## config.mk

```make
export PLATFORM = sky130hd
export DESIGN_NAME = rr_xbar
export DESIGN_NICKNAME = d
export VERILOG_FILES = /design/src/rtl/rr_xbar.sv
export SDC_FILE = /design/constraint.sdc
export NUM_CORES = 1
export LEC_CHECK = 0
export BUFFER_PORTS_ARGS = -buffer_cell sky130_fd_sc_hd__buf_2
export CAP_MARGIN = 20
export CORE_AREA = 8 8 208 210
export DETAILED_ROUTE_END_ITERATION = 10
export DIE_AREA = 0 0 216 218
export PLACE_DENSITY_LB_ADDON = 0.25
export SETUP_SLACK_MARGIN = 0.4
export SYNTH_ARGS = -nofsm -noshare
export SYNTH_HDL_FRONTEND = slang
export SYNTH_SLANG_ARGS = --single-unit
```

## constraint.sdc

```tcl
create_clock -name clk_i -period 5.1 [get_ports clk_i]
set_input_delay 0.255 -clock clk_i [delete_from_list [all_inputs] [get_ports clk_i]]
set_output_delay 0.255 -clock clk_i [all_outputs]
set_load 0.005 [all_outputs]
```

## src/rtl/rr_xbar.sv

```systemverilog
// rr_xbar: NumIn x NumOut request/response crossbar, one round-robin arbiter per output port,
// combinational request path and a RespLat-deep response pipeline per input.
module rr_xbar #(
  parameter int NumIn         = 4,
  parameter int NumOut        = 4,
  parameter int ReqDataWidth  = 32,
  parameter int RespDataWidth = 32,
  parameter int RespLat       = 1,
  parameter bit WriteRespOn   = 1'b1,
  parameter bit ExtPrio       = 1'b0,
  localparam int AW = NumOut > 1 ? $clog2(NumOut) : 1,
  localparam int PW = NumIn > 1 ? $clog2(NumIn) : 1
) (
  input  logic                                   clk_i,
  input  logic                                   rst_ni,
  input  logic [NumOut-1:0][PW-1:0]              rr_i,
  input  logic [NumIn-1:0]                       req_i,
  input  logic [NumIn-1:0][AW-1:0]               add_i,
  input  logic [NumIn-1:0]                       wen_i,
  input  logic [NumIn-1:0][ReqDataWidth-1:0]     wdata_i,
  output logic [NumIn-1:0]                       gnt_o,
  output logic [NumIn-1:0]                       vld_o,
  output logic [NumIn-1:0][RespDataWidth-1:0]    rdata_o,
  output logic [NumOut-1:0]                      req_o,
  input  logic [NumOut-1:0]                      gnt_i,
  output logic [NumOut-1:0][ReqDataWidth-1:0]    wdata_o,
  input  logic [NumOut-1:0][RespDataWidth-1:0]   rdata_i
);
  logic [NumOut-1:0][NumIn-1:0] req_m;
  logic [NumOut-1:0][PW-1:0] sel, prio, ptr_q;
  logic [NumIn-1:0] vld_d;
  logic [NumIn-1:0][AW-1:0] add_d;
  logic [RespLat-1:0][NumIn-1:0] vld_q;
  logic [RespLat-1:0][NumIn-1:0][AW-1:0] add_q;
  always_comb begin
    for (int o = 0; o < NumOut; o++)
      for (int i = 0; i < NumIn; i++)
        req_m[o][i] = req_i[i] && (NumOut == 1 || add_i[i] == AW'(o));
  end
  // First requester at or above the priority index wins; otherwise wrap to the lowest requester.
  always_comb begin
    logic hit;
    logic [PW-1:0] hi, lo;
    for (int o = 0; o < NumOut; o++) begin
      prio[o] = ExtPrio ? rr_i[o] : ptr_q[o];
      hit = 1'b0;
      hi = '0;
      lo = '0;
      for (int i = NumIn - 1; i >= 0; i--) begin
        if (req_m[o][i] && PW'(i) >= prio[o]) begin
          hit = 1'b1;
          hi = PW'(i);
        end
        if (req_m[o][i]) lo = PW'(i);
      end
      sel[o] = hit ? hi : lo;
      req_o[o] = |req_m[o];
      wdata_o[o] = req_o[o] ? wdata_i[sel[o]] : '0;
    end
  end
  always_comb begin
    for (int i = 0; i < NumIn; i++) begin
      gnt_o[i] = 1'b0;
      for (int o = 0; o < NumOut; o++)
        gnt_o[i] = gnt_o[i] | (req_m[o][i] && gnt_i[o] && sel[o] == PW'(i));
      vld_d[i] = gnt_o[i] && (!wen_i[i] || WriteRespOn);
      add_d[i] = NumOut == 1 ? '0 : add_i[i];
      vld_o[i] = vld_q[RespLat-1][i];
      rdata_o[i] = int'(add_q[RespLat-1][i]) < NumOut ? rdata_i[add_q[RespLat-1][i]] : '0;
    end
  end
  always_ff @(posedge clk_i or negedge rst_ni) begin
    if (!rst_ni) begin
      ptr_q <= '0;
      vld_q <= '0;
      add_q <= '0;
    end else begin
      for (int o = 0; o < NumOut; o++)
        if (req_o[o] && gnt_i[o]) ptr_q[o] <= sel[o] == PW'(NumIn - 1) ? '0 : sel[o] + 1'b1;
      for (int s = RespLat - 1; s > 0; s--) begin
        vld_q[s] <= vld_q[s-1];
        add_q[s] <= add_q[s-1];
      end
      vld_q[0] <= vld_d;
      add_q[0] <= add_d;
    end
  end
endmodule

```

==> flow_summary_export.csv, run 1 <==
group,metric,value,unit
synthesis,synth-edff-count,0,
worst_setup_path,rr_endpoint,"vld_o[1]$_DFF_PN0_",
worst_setup_path,reg2reg_depth,8,
die,die_area,47100,um^2
clocking,cts_tree,"done",
placed_design,placed_cells,1771,
finish,multiInputGateArea,7280,um^2
die,die_y,218,um
global_routing,antenna_found_initial,9,
synthesis,syn_nets,1063,
route,routed_wl,46.5,mm
route,drt_iter0_drc,630,
clocking,cts_buffers,3,
clocking,clkTransAtPathRegs,0.06,ns
die,die_w,216,um
finish,final_cells,1779,
global_routing,first_global_vias,10100,
global_routing,grtUsageTotal,18.5,%
power,p_leak,5.05,nW
global_routing,gr-total-overflow,0,
power,power_per_cell_area,199,nW/um^2
route,vias_per_cell,5.32,
placed_design,hpwl,38.2,mm
finish,seqCellArea,505,um^2
finish,fin_util,28.7,%
timing,min_period,3.25,ns
clocking,cts.htree.levels,1,
worst_setup_path,cp.required,4.85,ns
route,post-route-drc-count,0,
clocking,cts.sinks,20,
clocking,cts_setup_buffers,0,
finish,drive_above_1_share,58.7,%
timing,final.period_utilization,63.8,%
timing,fin_skew,0.00447,ns
placed_design,gp_congestion,0.884,
die,coreArea,40200,um^2
worst_setup_path,crit_type,"register to output pin",
worst_setup_path,crit_fanout,32,
finish,final_cell_mix,"buf_2, mux2i_1, o22ai_1, mux4_2, buf_4",
synthesis,ys_ff_latch,20,
finish,fin_nets,1547,
route,dr.pass1.iters,5,
timing,fmax,0.308,GHz
timing,setup_tns,0,ns
hold_path,hp-class,"input port to register",
synthesis,ys.flop_type,"dfrtp_1",
timing,worst_slew_pin_slew,0.951,ns
route,vias,9462,
synthesis,yosysWarnings,0,
synthesis,post_synth_inst_count,761,
worst_setup_path,critical_path.startpoint_type,"register",
finish,layout_commonest_cell,"buf_2",
synthesis,postSynthAreaPerCell,10.8,um^2
timing,relSlewSlack,36.4,%
synthesis,syn_area,8250,um^2
die,initial_utilization,20.5,%
synthesis,yosysTopAreaCellShare,35.0,%
worst_setup_path,critPathArrivalTime,3.00,ns
global_routing,grt_max_degree,37,
synthesis,seq_area_frac_synth,6.07,%
clocking,clk_path_buf_depth,2,
timing,drv_slew,0,
run,drv_cap,0,
route,ant_nets,0,
placed_design,portBuffers,541,
global_routing,grt_pass1_wl,68.4,mm
hold_path,min_delay_path_depth,1,
worst_setup_path,cp-end-kind,"output pin",
run_status,run_status,"finished clean",
clocking,clk_latency,0.27,ns
finish,fill_cells,4346,
synthesis,yosysTopAreaCell,"mux4_2",
finish,syn2layout_area_growth,39.8,%
clocking,cts_root_buf,"clkbuf_16",
timing,setup_viol,0,
die,row_count,74,
synthesis,synth_area_leaders,"mux4_2, mux2i_1, o22ai_1, dfrtp_1, ha_1",
worst_setup_path,r2r_start,"prio[4]$_DFFE_PN0P_",
synthesis,synth.distinct_cells,46,
timing,hold_viol,0,
timing,rsz0062_at_grt,"no",
timing,worst_hold_slack,0.139,ns
power,max-vdd-ir-drop,121,uV
die,io-pin-count,554,
route,wl_per_cell,26.2,um
hold_path,hold_end,"add_q[7]$_DFF_PN0_",
synthesis,async_flop_share,100,%
hold_path,hold_start,"add_i[7]",
worst_setup_path,r2r_slack,2.41,ns
==> cell families (layout without fill, tap and decap cells) <==
logic type      after synthesis  after routing  synth area share, %
buf+inv                     101            584                 6.65
flops                        20             20                 6.07
mux                         392            392                 67.1
simple gates                 78             78                 5.90
fa+ha+maj                    16             16                 2.43
compound gates              154            154                 11.8
other cells                   0              3                    0
==> worst max-delay path: stages, from the launching register on <==
cell,delay (ns)
dfrtp_1,0.40
and4b_1,0.29
a311oi_1,0.09
nor2_4,0.61
buf_4,0.61
mux2i_1,0.14
o22ai_1,0.36
buf_2,0.22
==> Yosys cell counts (2+ instances only) <==
cell type	count
a21oi_1	7
buf_6	5
clkbuf_1	35
dfrtp_1	20
and3b_1	5
or2_1	3
nand4_1	3
o22ai_1	128
nand3_1	17
nor2_1	11
mux2i_1	257
nand4b_1	2
o31a_1	3
nor4bb_1	2
inv_1	5
a311oi_1	2
buf_2	29
o211ai_1	3
nor3b_2	2
nand2_1	12
mux2_2	7
and4b_1	2
buf_1	7
mux4_2	128
a31oi_1	2
nor2b_1	2
buf_12	4
buf_4	8
ha_1	16
o21ai_1	3
and3_1	3
nand4bb_1	2
nand3b_1	5
inv_2	8
o21ai_0	2
==> metrics by stage <==
| stage | power [mW] | instance area (um^2) | setup WS (ns) |
|---|---|---|---|
| CTS | 2.34 | 11500 | 1.79 |
| finish | 2.30 | 11500 | 1.85 |
| floorplan | 1.18 | 8250 | 2.83 |
| global route | 2.45 | 11500 | 1.73 |
| detailed placement | 2.10 | 11400 | 2.03 |
| global placement | 2.09 | 11400 | 1.96 |
==> flip-flops by register name, indices dropped and copies added (netlist names) <==
signal,count
prio,8
add_q,8
vld_o,4
==> power by group <==
group | switching, mW | internal [mW] | leakage, nW
combinational | 1.03 | 0.832 | 4.76
clock | 0.0709 | 0.156 | 0.0511
sequential | 0.0258 | 0.183 | 0.236
total | 1.13 | 1.17 | 5.05
==> what timing repair did <==
| item | CTS | global route |
|---|---|---|
| hold buffers | 1 | 0 |
| setup endpoints to repair | 0 | 0 |
| gates resized for setup | 0 | 0 |
| hold endpoints to repair | 20 | 0 |
==> per-layer routing <==
| metal | routed length (um) | GRT usage (%) | vias to the layer above |
|---|---|---|---|
| li1 | - | - | 4183 |
| met1 | 16600 | 19.8 | 4709 |
| met2 | 24100 | 34.4 | 498 |
| met3 | 3980 | 4.81 | 64 |
| met4 | 1770 | 7.15 | 8 |
| met5 | 55 | 0 | - |
==> worst max-delay path by stage <==
stage / start / endpoint / cells after the start / slack (ns)
floorplan: add_i[1] / gnt_o[2] / 12 / 2.83
global placement: add_i[7] / gnt_o[2] / 11 / 1.96
detailed placement: add_i[4] / wdata_o[97] / 8 / 2.03
CTS: prio[6]$_DFFE_PN0P_ / wdata_o[97] / 7 / 1.79
global route: prio[6]$_DFFE_PN0P_ / wdata_o[97] / 7 / 1.73
finish: prio[6]$_DFFE_PN0P_ / wdata_o[97] / 7 / 1.85
==> area by class of cell <==
cell class              count  share of cell area [%]
well taps                 532                    5.77
repair buffers            567                    25.3
multi-input cells         640                    63.1
clock inverters             1                   0.260
flip-flops and latches     20                    4.38
diodes                      3                  0.0651
clock buffers               3                   0.651
inverters                  13                   0.423
No activity file was read; power rests on OpenSTA's default activity.
==> run 2: changes to the inputs <==
Clock period 5.1 ns to 3 ns, I/O delays scaled along.
==> run 2 against run 1 <==
  * Critical path depth down 1
  * Via count up 0.82%
  * Final cell count up 1.5%
  * Critical endpoint is now wdata_o[12]
  * Combinational power up 81%
  * Largest cell class unchanged
  * Clock-buffer cell count unchanged
  * Largest power group unchanged
==> flow_summary_export.csv, run 2 (synthesis gave the netlist of run 1 again) <==
group,metric,value,unit
run_status,run_status,"finished clean",
placed_design,hpwl,38.6,mm
die,row_count,74,
timing,drv_slew,0,
clocking,clk_latency,0.27,ns
route,drt_iter0_drc,665,
power,total_power,4.13,mW
timing,rsz0062_at_grt,"yes",
placed_design,dp_slack,0.451,ns
timing,fin_ws,0.459,ns
finish,drive_above_1_share,60.5,%
power,max-vdd-ir-drop,161,uV
die,die_y,218,um
route,ant_nets,0,
timing,fmax,0.394,GHz
route,dr.pass1.iters,5,
clocking,cts.sinks,20,
clocking,cts_root_buf,"clkbuf_16",
global_routing,gr-total-overflow,0,
route,post-route-drc-count,0,
global_routing,grt_pass1_wl,67.3,mm
clocking,clkTransAtPathRegs,0.07,ns
worst_setup_path,crit_type,"input port to output pin",
worst_setup_path,critical_path.startpoint_type,"input port",
hold_path,hp-class,"input port to register",
power,power_per_cell_area,346,nW/um^2
timing,final.period_utilization,84.7,%
clocking,clk_path_buf_depth,2,
global_routing,grt_max_degree,67,
timing,setup_viol,0,
route,vias_per_cell,5.28,
global_routing,grtUsageTotal,18.3,%
route,wl_per_cell,26.4,um
timing,hold_viol,0,
finish,fin_area,11900,um^2
worst_setup_path,crit_fanout,13,
timing,relSlewSlack,38.3,%
finish,final_cell_mix,"buf_2, mux2i_1, mux4_2",
run,drv_cap,0,
global_routing,first_global_vias,10100,
placed_design,place_area,11600,um^2
timing,setup_tns,0,ns
die,initial_utilization,20.5,%
global_routing,antenna_found_initial,5,
die,die_area,47100,um^2
placed_design,portBuffers,541,
clocking,cts_tree,"done",
route,vias,9540,
die,die_w,216,um
timing,min_period,2.54,ns
finish,fin_nets,1575,
die,io-pin-count,554,
clocking,cts.htree.levels,1,
placed_design,gp_congestion,0.902,
clocking,cts_buffers,3,
worst_setup_path,cp.required,2.85,ns
worst_setup_path,critPathArrivalTime,2.39,ns
die,coreArea,40200,um^2
finish,layout_commonest_cell,"buf_2",
timing,worst_slew_pin_slew,0.926,ns
route,routed_wl,47.7,mm
timing,fin_skew,0.0101,ns
power,p_leak,5.23,nW
timing,worst_hold_slack,0.0273,ns
worst_setup_path,cp-end-kind,"output pin",
finish,syn2layout_area_growth,44.7,%
## run 2: layer usage
metal	GRT usage, %	vias up	share of wire, %
li1	-	4244	-
met1	19.8	4756	36
met2	34.6	484	53
met3	4.26	50	8.0
met4	6.47	6	3.5
met5	0	-	0.086
## run 2: critical path, cell delays in order
cell,delay [ns]
buf_2,0.12
nor3b_1,0.59
a21oi_1,0.34
o21ai_2,0.82
o22ai_1,0.17
buf_2,0.19
## run 2: what timing repair did
item                                    4_1_cts  5_1_grt
hold buffers                                  1        0
setup buffers                                 3        5
pin swaps                                     1        1
endpoints found under the setup margin       44       27
resized for setup                             6       15
endpoints found under the hold margin        20        0
gates cloned                                  0        2
## run 2: cell type report
cell class	count	area, um^2
Fill cell	4271	28200
Multi-Input combinational cell	641	7350
Timing Repair Buffer	594	3250
Tap cell	532	666
Sequential cell	20	507
Clock buffer	3	75.1
Inverter	13	52.6
Clock inverter	1	30.0
Antenna cell	2	5.00
## run 2: through the flow
step | cells | utilization, %
floorplan | 761 | -
global placement | 1789 | 28.9
detailed placement | 1789 | 28.9
CTS | 1797 | 29.3
global route | 1805 | 29.7
finish | 1806 | 29.7
## run 2: where the power goes
part / switching (mW) / internal (mW) / total, mW
Combinational: 1.80 / 1.56 / 3.36
Clock: 0.129 / 0.266 / 0.395
Sequential: 0.0586 / 0.311 / 0.370
Total: 1.99 / 2.14 / 4.13
## run 2: final timing paths
check | slack [ns] | end | startpoint | cells past startpoint
setup / recovery | 0.46 | wdata_o[12] | add_i[7] | 6
hold / removal | 0.03 | add_q[7]$_DFF_PN0_ | add_i[7] | 1
setup reg to reg | 0.94 | vld_o[1]$_DFF_PN0_ | prio[6]$_DFFE_PN0P_ | 9
hold reg to reg | 0.53 | prio[2]$_DFFE_PN0P_ | prio[2]$_DFFE_PN0P_ | 1
max in group asynchronous | 2.18 | add_q[0]$_DFF_PN0_ | rst_ni | 2
min in group asynchronous | 0.40 | vld_o[1]$_DFF_PN0_ | rst_ni | 2
==> run 3: changes to the inputs <==
Clock period 3 ns to 2.25 ns, I/O delays scaled along.
==> run 3 against run 2 <==
  * Worst hold slack worse by 0.023 ns
  * Critical path type is now register to output pin
  * Sequential power up 26%
  * Total power up 64%
  * Non-clock buffer count up 110
  * Sequential share of layout area down 0.76 points
  * Register-to-register slack worse by 0.74 ns
  * First-iteration DRC count up 15%
  * The flow now finishes with violations (negative setup slack)
  * Routed wire length up 12%
  * Critical path depth up 3
==> flow_summary_export.csv, run 3 (synthesis gave the netlist of run 1 again) <==
group,metric,value,unit
timing,rsz0062_at_grt,"yes",
route,vias_per_cell,5.41,
die,initial_utilization,20.5,%
die,row_count,74,
finish,fin_area,14500,um^2
worst_setup_path,cp_slowest_cell,"a311oi_2",
route,ant_nets,0,
timing,hold_viol,0,
clocking,cts_tree,"done",
power,p_leak,6.30,nW
placed_design,place_area,12100,um^2
power,pwr-share-seq,6.9,%
timing,min_period,2.39,ns
clocking,clk_latency,0.27,ns
clocking,cts.sinks,20,
timing,worst_slew_pin_slew,0.517,ns
finish,final_cells,1917,
power,p_sw,3.10,mW
global_routing,gr-total-overflow,0,
clocking,clkTransAtPathRegs,0.07,ns
worst_setup_path,startpoint,"prio[5]$_DFFE_PN0P_",
global_routing,antenna_found_initial,14,
timing,drv_slew,0,
hold_path,hp-class,"input port to register",
finish,layout_commonest_cell,"buf_2",
power,power.internal,3.66,mW
placed_design,placed_cells,1821,
worst_setup_path,rr_endpoint,"vld_o[0]$_DFF_PN0_",
worst_setup_path,path_delay_family,"buffers and inverters",
finish,fin_util,36.1,%
die,die_area,47100,um^2
timing,relSlewSlack,65.5,%
timing,fin_ws,-0.138,ns
finish,drive_above_1_share,69.6,%
global_routing,use_met3,4.77,%
global_routing,grt_max_degree,33,
placed_design,gp_congestion,0.862,
placed_design,hpwl,38.3,mm
finish,final_cell_mix,"buf_2, mux2i_1, mux4_2",
global_routing,first_global_vias,10900,
worst_setup_path,reg2reg_depth,9,
timing,fmax,0.419,GHz
worst_setup_path,cp.required,2.14,ns
run,drv_cap,0,
clocking,clk_path_buf_depth,2,
worst_setup_path,worstPathCellList,"nand4b_1 -> a311oi_2 -> nor2_4 -> buf_12 -> buf_12 -> buf_12 -> mux2i_4 -> o22ai_2 -> buf_2",
die,coreArea,40200,um^2
route,wl_per_cell,27.9,um
clocking,cts_root_buf,"clkbuf_16",
power,total_power,6.76,mW
timing,setup_viol,78,
route,drt_iter0_drc,763,
global_routing,grtUsageMet2,38.7,%
power,max-vdd-ir-drop,229,uV
worst_setup_path,critPathArrivalTime,2.28,ns
finish,fin_nets,1684,
route,vias,10400,
finish,syn2layout_area_growth,76.1,%
worst_setup_path,cp.buffers_inverters,4,
worst_setup_path,cpPeakStageDelay,0.41,ns
worst_setup_path,cp_num_cells,9,
power,pwr-share-comb,86.5,%
run_status,run_status,"complete, but fails checks",
worst_setup_path,r2r_start,"prio[1]$_DFFE_PN0P_",
route,post-route-drc-count,0,
clocking,cts.htree.levels,1,
worst_setup_path,crit_type,"register to output pin",
placed_design,portBuffers,541,
global_routing,busiest_layer,"met2",
die,die_y,218,um
worst_setup_path,crit_fanout,8,
clocking,cts_buffers,3,
timing,fin_skew,0.00288,ns
global_routing,grtUsageTotal,20.8,%
worst_setup_path,crit_path_end,"wdata_o[66]",
global_routing,grt_pass1_wl,75.7,mm
power,clkPwrFrac,6.6,%
worst_setup_path,critical_path.startpoint_type,"register",
route,dr.pass1.iters,5,
worst_setup_path,cp-end-kind,"output pin",
finish,fill_cells,4095,
die,die_w,216,um
global_routing,met1_usage,23.5,%
worst_setup_path,cpMostUsedCell,"buf_12",
die,io-pin-count,554,
hold_path,hold_start,"add_i[7]",
power,swShare,45.8,%
timing,final.period_utilization,106,%
power,power_per_cell_area,465,nW/um^2
route,routed_wl,53.4,mm
placed_design,dp_slack,0.00396,ns
run_status,failed_checks,"negative setup slack",
worst_setup_path,r2r_slack,0.20,ns
## run 3: power groups by stage
stage               Combinational, mW  Clock [mW]  Sequential, mW
CTS                              5.60       0.445           0.464
finish                           5.85       0.443           0.468
global placement                 4.56           0           0.478
detailed placement               4.56           0           0.479
floorplan                        2.30           0           0.457
global route                     6.16       0.464           0.475
## run 3: metal layers
metal,wire (um),up-vias
li1,-,4485
met1,19700,5185
met2,27500,591
met3,4210,98
met4,1920,8
met5,57,-
## run 3: timing repair
action / 4_1_cts / 5_1_grt
hold buffers: 1 / 0
gates resized for setup: 177 / 69
setup endpoints to repair: 179 / 141
setup buffers: 46 / 15
pin swaps: 68 / 46
endpoints found under the hold margin: 20 / 0
gates cloned: 23 / 3
## run 3: area by class of cell
| type | instances | area, um^2 | share of cell area (%) |
|---|---|---|---|
| inverters | 13 | 78.8 | 0.543 |
| diodes | 4 | 10.0 | 0.0689 |
| flip-flops and latches | 20 | 507 | 3.49 |
| multi-input cells | 640 | 7980 | 55.0 |
| well taps | 532 | 666 | 4.58 |
| clock buffers | 4 | 88.8 | 0.612 |
| repair buffers | 704 | 5190 | 35.7 |
## run 3: worst min path at each step
stage | endpoint | slack, ns | cells past startpoint
global placement | vld_o[1]$_DFF_PN0_ | 0.12 | 1
detailed placement | vld_o[1]$_DFF_PN0_ | 0.13 | 1
finish | add_q[7]$_DFF_PN0_ | 0.005 | 1
CTS | add_q[7]$_DFF_PN0_ | 0.0009 | 1
global route | add_q[7]$_DFF_PN0_ | 0.01 | 1
floorplan | add_q[0]$_DFF_PN0_ | -0.18 | 0
## run 3: per-stage QoR
stage               TNS (ns)  hold slack [ns]
finish                 -3.09          0.00458
global route          -11.36           0.0127
detailed placement         0            0.129
CTS                    -2.20         0.000934
floorplan                  0           -0.183
global placement           0            0.116
